==> config.mk <==
export PLATFORM = sky130hd
export DESIGN_NAME = mod_n_updown_counter
export DESIGN_NICKNAME = d
export VERILOG_FILES = /design/src/rtl/mod_n_updown_counter.sv
export SDC_FILE = /design/constraint.sdc
export NUM_CORES = 1
export LEC_CHECK = 0
export ABC_AREA = 1
export CELL_PAD_IN_SITES_DETAIL_PLACEMENT = 1
export CELL_PAD_IN_SITES_GLOBAL_PLACEMENT = 1
export CORE_UTILIZATION = 25
export DETAILED_ROUTE_END_ITERATION = 7
export PLACE_DENSITY = 0.74
export SYNTH_ARGS = -nofsm -noshare
export SYNTH_HDL_FRONTEND = slang
export SYNTH_SLANG_ARGS = --single-unit
==> constraint.sdc <==
create_clock -name clk -period 2.2 [get_ports clk]
set_input_delay 0.44 -clock clk [delete_from_list [all_inputs] [get_ports clk]]
set_output_delay 0.44 -clock clk [all_outputs]
set_load 0.005 [all_outputs]
==> src/rtl/mod_n_updown_counter.sv <==
// mod_n_updown_counter: modulo-N up/down counter with variable step, wrap/saturate modes and load.
module mod_n_updown_counter #(
  parameter int WIDTH   = 4,
  parameter int MODULUS = 12,
  parameter int STEP_W  = 4
) (
  input  logic              clk,
  input  logic              rst,
  input  logic              load,
  input  logic [WIDTH-1:0]  load_val,
  input  logic              enable,
  input  logic              up_down,
  input  logic [STEP_W-1:0] step,
  input  logic              sat_mode,
  output logic [WIDTH-1:0]  count,
  output logic              tc,
  output logic              wrap,
  output logic              sat,
  output logic              load_err
);
  localparam int AW = (WIDTH > STEP_W ? WIDTH : STEP_W) + 1;
  localparam logic [AW-1:0] M = AW'(MODULUS);
  logic [WIDTH-1:0] count_q, count_d;
  logic wrap_q, wrap_d, sat_q, sat_d, lerr_q, lerr_d;
  logic [AW-1:0] c, s, lv, sum, dn;
  logic over, under, hit;
  // one extra bit over the wider operand keeps count+step and count+M-step from overflowing
  always_comb begin
    c = AW'(count_q);
    s = AW'(step) % M;
    lv = AW'(load_val) % M;
    sum = c + s;
    over = sum >= M;
    under = c < s;
    dn = under ? c + M - s : c - s;
    hit = up_down ? over : under;
    count_d = count_q;
    wrap_d = 1'b0;
    sat_d = 1'b0;
    lerr_d = 1'b0;
    if (load) begin
      count_d = WIDTH'(lv);
      lerr_d = AW'(load_val) >= M;
    end else if (enable && s != '0) begin
      if (hit && sat_mode) begin
        count_d = up_down ? WIDTH'(M - 1'b1) : '0;
        sat_d = 1'b1;
      end else begin
        count_d = up_down ? WIDTH'(over ? sum - M : sum) : WIDTH'(dn);
        wrap_d = hit;
      end
    end
  end
  always_ff @(posedge clk) begin
    if (rst) begin
      count_q <= '0;
      wrap_q <= 1'b0;
      sat_q <= 1'b0;
      lerr_q <= 1'b0;
    end else begin
      count_q <= count_d;
      wrap_q <= wrap_d;
      sat_q <= sat_d;
      lerr_q <= lerr_d;
    end
  end
  assign count = count_q;
  assign wrap = wrap_q;
  assign sat = sat_q;
  assign load_err = lerr_q;
  assign tc = up_down ? (AW'(count_q) == M - 1'b1) : (count_q == '0);
endmodule

[Yosys cells after proc, flatten, opt, wreduce, memory -nomap -nowiden]
Index checks and enable logic that the tools add are counted.
Storage, ports and cells
  bits in registers: 7
  input bits: 14
  output and inout bits: 8
  word-level logic and storage cells: 35
Cells by class
  add/sub/neg operators: 5
  divide/modulo/power cells: 2
  order comparisons: 3
  equality and inequality tests: 1
  muxes and demuxes: 10
  bitwise logic cells: 2
  reductions and logical operators: 8
Operator list (number)
  4-bit 2-to-1 mux: 7
  4-bit by 4-bit modulo with 5-bit output (second input constant): 2
  4-bit subtractor: 2
  4-bit by 5-bit adder with 5-bit output: 1
  5-bit by 4-bit greater-or-equal comparator with 1-bit output (second input constant): 1
  4-bit by 5-bit less-than comparator with 1-bit output: 1
  5-bit nonzero test: 1
  4-bit adder (second input constant): 1
  4-bit equality test (second input constant): 1
  4-bit greater-or-equal comparator (second input constant): 1
  4-bit zero test: 1
  4-bit OR reduction: 1
  4-bit subtractor (second input constant): 1
  1-bit 2-to-1 mux: 3
  3-bit OR reduction: 1
  1-bit logical AND: 2
  1-bit inverter: 2
  2-bit nonzero test: 1
  2-bit OR reduction: 1

[Longest topological paths before layout]
Gate-level depths: netlist of run 1.
  depth in word-level cells: 8
  depth in mapped cells: 19
  mapped depth without buffers: 19

[Worst setup path before layout of run 1]
Ideal clock, no wire load.
  path type: input port to flip-flop
  from: input port step[3]
  to: register count_q[0] (netlist: count[0])
  setup time: 109 ps
  data arrival time: 2152 ps
  required time: 2091 ps
  setup slack: -60 ps
  cell stages on the path: 17
  path buffers: 0
  cells stage by stage: inv_1 nand2_1 inv_1 ha_1 a21oi_2 nand2_2 xor2_1 ha_1 nand2_1 nor2_1 nor2_4 nand3_2 nand3_2 nand2_1 nand3_1 nand2_1 inv_1
Between the ends
  word-level cells in the longest chain between the ends: 8
  elaborated cells on any way between the ends: 18
  classes of those cells: 4 x add/sub; 1 x div; 2 x order compare; 7 x mux; 4 x reduce/logical
Ends and longest elaborated chain
  start, declared: line 13  | input logic [STEP_W-1:0] step,
  4-bit by 4-bit modulo with 5-bit output (*): line 30  | s = AW'(step) % M;
  4-bit by 5-bit adder with 5-bit output: line 32  | sum = c + s;
  4-bit subtractor or 5-bit by 4-bit greater-or-equal comparator with 1-bit output (tied branches): line 49, 33
  4-bit 2-to-1 mux or 1-bit 2-to-1 mux (tied branches): line 49, 36
  4-bit 2-to-1 mux or 1-bit logical AND (tied branches): line 49, 45
  4-bit 2-to-1 mux: line 45  | if (hit && sat_mode) begin
  4-bit 2-to-1 mux: line 44  | end else if (enable && s != '0) begin
  4-bit 2-to-1 mux: line 41  | if (load) begin
  end signal, assigned: line 61  | count_q <= count_d;
  end, declared: line 23  | logic [WIDTH-1:0] count_q, count_d;
Mark *: on every way between the ends. The rest lies on a longest branch, timed or not. The select of a mux whose other input is x is not followed.
A chain may end at the register's enable or synchronous reset.

[Worst setup path after layout of run 1]
  from: register count_q[2] (netlist: count[2])
  to: register count_q[0] (netlist: count[0])
Between the ends
  word-level cells in the longest chain between the ends: 7
  elaborated cells on any way between the ends: 11
  classes of those cells: 1 x add/sub; 2 x order compare; 7 x mux; 1 x reduce/logical
Ends and longest elaborated chain
  4-bit by 5-bit adder with 5-bit output: line 32
  5-bit by 4-bit greater-or-equal comparator with 1-bit output: line 33  | over = sum >= M;
  4-bit 2-to-1 mux or 1-bit 2-to-1 mux (tied branches): line 49, 36
  4-bit 2-to-1 mux or 1-bit logical AND (tied branches): line 49, 45
  4-bit 2-to-1 mux (*): line 45
  4-bit 2-to-1 mux (*): line 44
  4-bit 2-to-1 mux (*): line 41
Marks and branches as above.

==> results of run 1 <==
power groups by stage:
stage | combinational, mW | clock, mW | sequential, mW
after detailed placement | 0.402 | 0 | 0.146
after global routing | 0.593 | 0.199 | 0.149
final | 0.552 | 0.184 | 0.149
after floorplan | 0.211 | 0 | 0.149
after global placement | 0.390 | 0 | 0.147
after CTS | 0.465 | 0.191 | 0.147
cell type report:
class                   count  area, um^2
repair buffers             61         518
flip-flops and latches      7         143
clock buffers               4        45.0
well taps                  48        60.1
inverters                  32         124
fillers                   470        1930
multi-input cells         104         870
cells in the final DEF (no fill, tap or decap), types with 2 or more instances in the layout:
master	Yosys	routed
clkbuf_8	0	3
inv_2	1	4
clkdlybuf4s50_1	0	16
nand2_1	38	29
ha_4	0	5
nand2_4	0	2
nor2_4	1	3
nand2_2	1	8
buf_4	0	37
xnor2_1	2	2
dfxtp_2	0	2
nor2_1	11	9
buf_6	0	5
nor3_1	3	2
ha_1	13	8
inv_1	30	26
nand3_2	3	8
a21oi_2	2	4
dfxtp_1	7	5
fa_1	3	2
nand3_1	12	6
a21oi_1	5	2
o221ai_1	2	2
worst paths after layout:
check,slack [ns],start,to
worst min-delay path,0.74,count[3],count[3]
worst max-delay path,-0.15,count[2],count[0]
worst max register to register,-0.15,count[2],count[0]
worst min register to register,0.74,count[3],count[3]
critical path, cell delays in order (launching register included):
cell	delay (ns)
dfxtp_1	0.38
buf_4	0.20
ha_4	0.24
a21oi_4	0.16
nand2_4	0.09
xor2_4	0.16
ha_4	0.17
nand2_4	0.06
nor2_4	0.04
nor2_4	0.16
nand2_1	0.08
nand3_1	0.11
nand2_1	0.10
clkinv_2	0.08
nand3_2	0.07
nand2_2	0.08
inv_1	0.04
routing by layer:
metal | up-vias | wire (um) | global-route usage [%]
li1 | 570 | - | -
met1 | 583 | 1850 | 24.1
met2 | 30 | 2310 | 39.2
met3 | 11 | 114 | 3.04
met4 | 0 | 111 | 6.11
met5 | - | 0 | 0
Yosys cell counts (all sizes together):
library cell / count
a21oi: 7
a22oi: 1
buf: 1
bufbuf: 1
clkinv: 1
dfxtp: 7
fa: 3
ha: 13
inv: 31
nand2: 39
nand3: 15
nand3b: 1
nor2: 12
nor3: 3
o2111ai: 1
o21ai: 1
o21bai: 1
o221ai: 2
xnor2: 2
xor2: 3
repair_timing:
action                     in CTS  in global routing
pin swaps                      19                 17
setup endpoints to repair       7                  6
hold buffers                    0                  0
buffers inserted                9                  2
gates resized for setup        45                 21
state kept, by name (all words and copies together), names as in the netlist:
name and cells:
count 4, sat 1, wrap 1, load_err 1
kinds of logic (layout without fill, tap and decap cells):
group	after synthesis	in the layout
AOI/OAI and AO/OA	13	13
xor gates and xnor gates	5	5
and+or+nand+nor	70	70
DFF	7	7
adders and majority gates	16	16
buffers and inverters	34	97
==> results.cfg, run 1 <==
[hold_path]
hp-class = flop to flop
hold_depth = 2

[worst_setup_path]
crit_required_ns = 2.32
end_kind = flop
rr_worst_depth = 16
crit_path_start_kind = flop
path_class = flop to flop
arrival_ns = 2.47
crit_fanout = 4

[sta]
finalHoldViolCount = 0
slew_viol_final = 0
max_freq_mhz = 426
fin_setup_tns_ns = -0.477
slew_headroom_pct = 76.4
rsz0062_at_grt = yes
hold_ws_ns = 0.740
worstMarginPinSlew_ns = 0.352
setup_ws_ns = -0.147
skew_ns = 0.000946
finalSetupViolations = 5
fin_crit_ns = 2.35
fin_crit_sh_pct = 107

[yosys]
yosys.area_share.adder_pct = 23.0
synth-xor-area-share_pct = 4.53
synth_area_leaders = ha_1 17%, nand2_1 15%, dfxtp_1 14%
synth_top_family_by_area = simple AND/OR/NAND/NOR gates
yosysTopAreaCellShare_pct = 16.8
synth-simple-area-share_pct = 32.5
synth-compound-area-share_pct = 9.18
syn-instance-count = 145
yosysTopAreaCell = ha_1
ys_seq_area_share_pct = 14.5
syn_area_um2 = 967
synthesis.nets = 175
syn_avg_cell_area_um2 = 6.67
ys_types = 25
yosys_warnings = 0
synth.area.mux_share_pct = 0
ys_ff_latch = 7

[power]
finalPower_mw = 0.885
seq_power_share_pct = 16.8
p_leak_nw = 0.897
vdd_drop_max_mv = 0.163
p_sw_mw = 0.360
p_comb_share_pct = 62.4
p_per_area_mw_per_mm2 = 503
swShare_pct = 40.7
clock_power_share_pct = 20.8
p_int_mw = 0.525

[clock_network]
cts_sinks = 7
cts_buffers = 3
path_clk_slew_ns = 0.04
root_buffer = clkbuf_8
clock_path_buffers = 2
htree_levels = 1
clkLatencyLatePin_ns = 0.23
cts_tree = yes

[place]
dp.cells = 241
gp_congestion = 0.803
pre_cts_ws_ns = -0.770
dp_hpwl_mm = 2.70
io_buffers = 21
placed_area_mm2 = 0.00143

[route]
ant_nets = 0
drt_pass1_iterations = 4
drt-initial-drc-count = 58
vias = 1194
drt-wirelength-per-cell_um = 17.1
drt_wl_total_mm = 4.38
drcViolationCount = 0
via_per_inst = 4.66

[grt]
grt_pass1_vias = 1297
grt_pass1_wl_mm = 6.38
grt_use_total_pct = 20.9
grt_max_degree = 7
grt.overflow.total = 0
antenna_found_initial = 0

[floorplanning]
io_pins = 22
core_area_mm2 = 0.00369
rows = 22
die_h_um = 64.2
dieArea_mm2 = 0.00412
initial_core_util_pct = 26.2
dieWidth_um = 64.2

[run_status]
violations = negative setup slack
outcome = finished, violations left

[flow_run]
cap_violations = 0

[layout]
nNetsFinal = 239
antenna-diode-count = 0
final_cells = 256
final_area_mm2 = 0.00176
final_util_pct = 47.7
drive_above_1_share_pct = 43.3
area.growth.synth_to_final_pct = 81.9
(Power assumes the default switching activity.)
==> inputs of run 2 (changes only) <==
CORE_MARGIN = 1   (was not set)
==> results of run 2 <==
Final layout, timing and power as in run 1 (identical DEF).
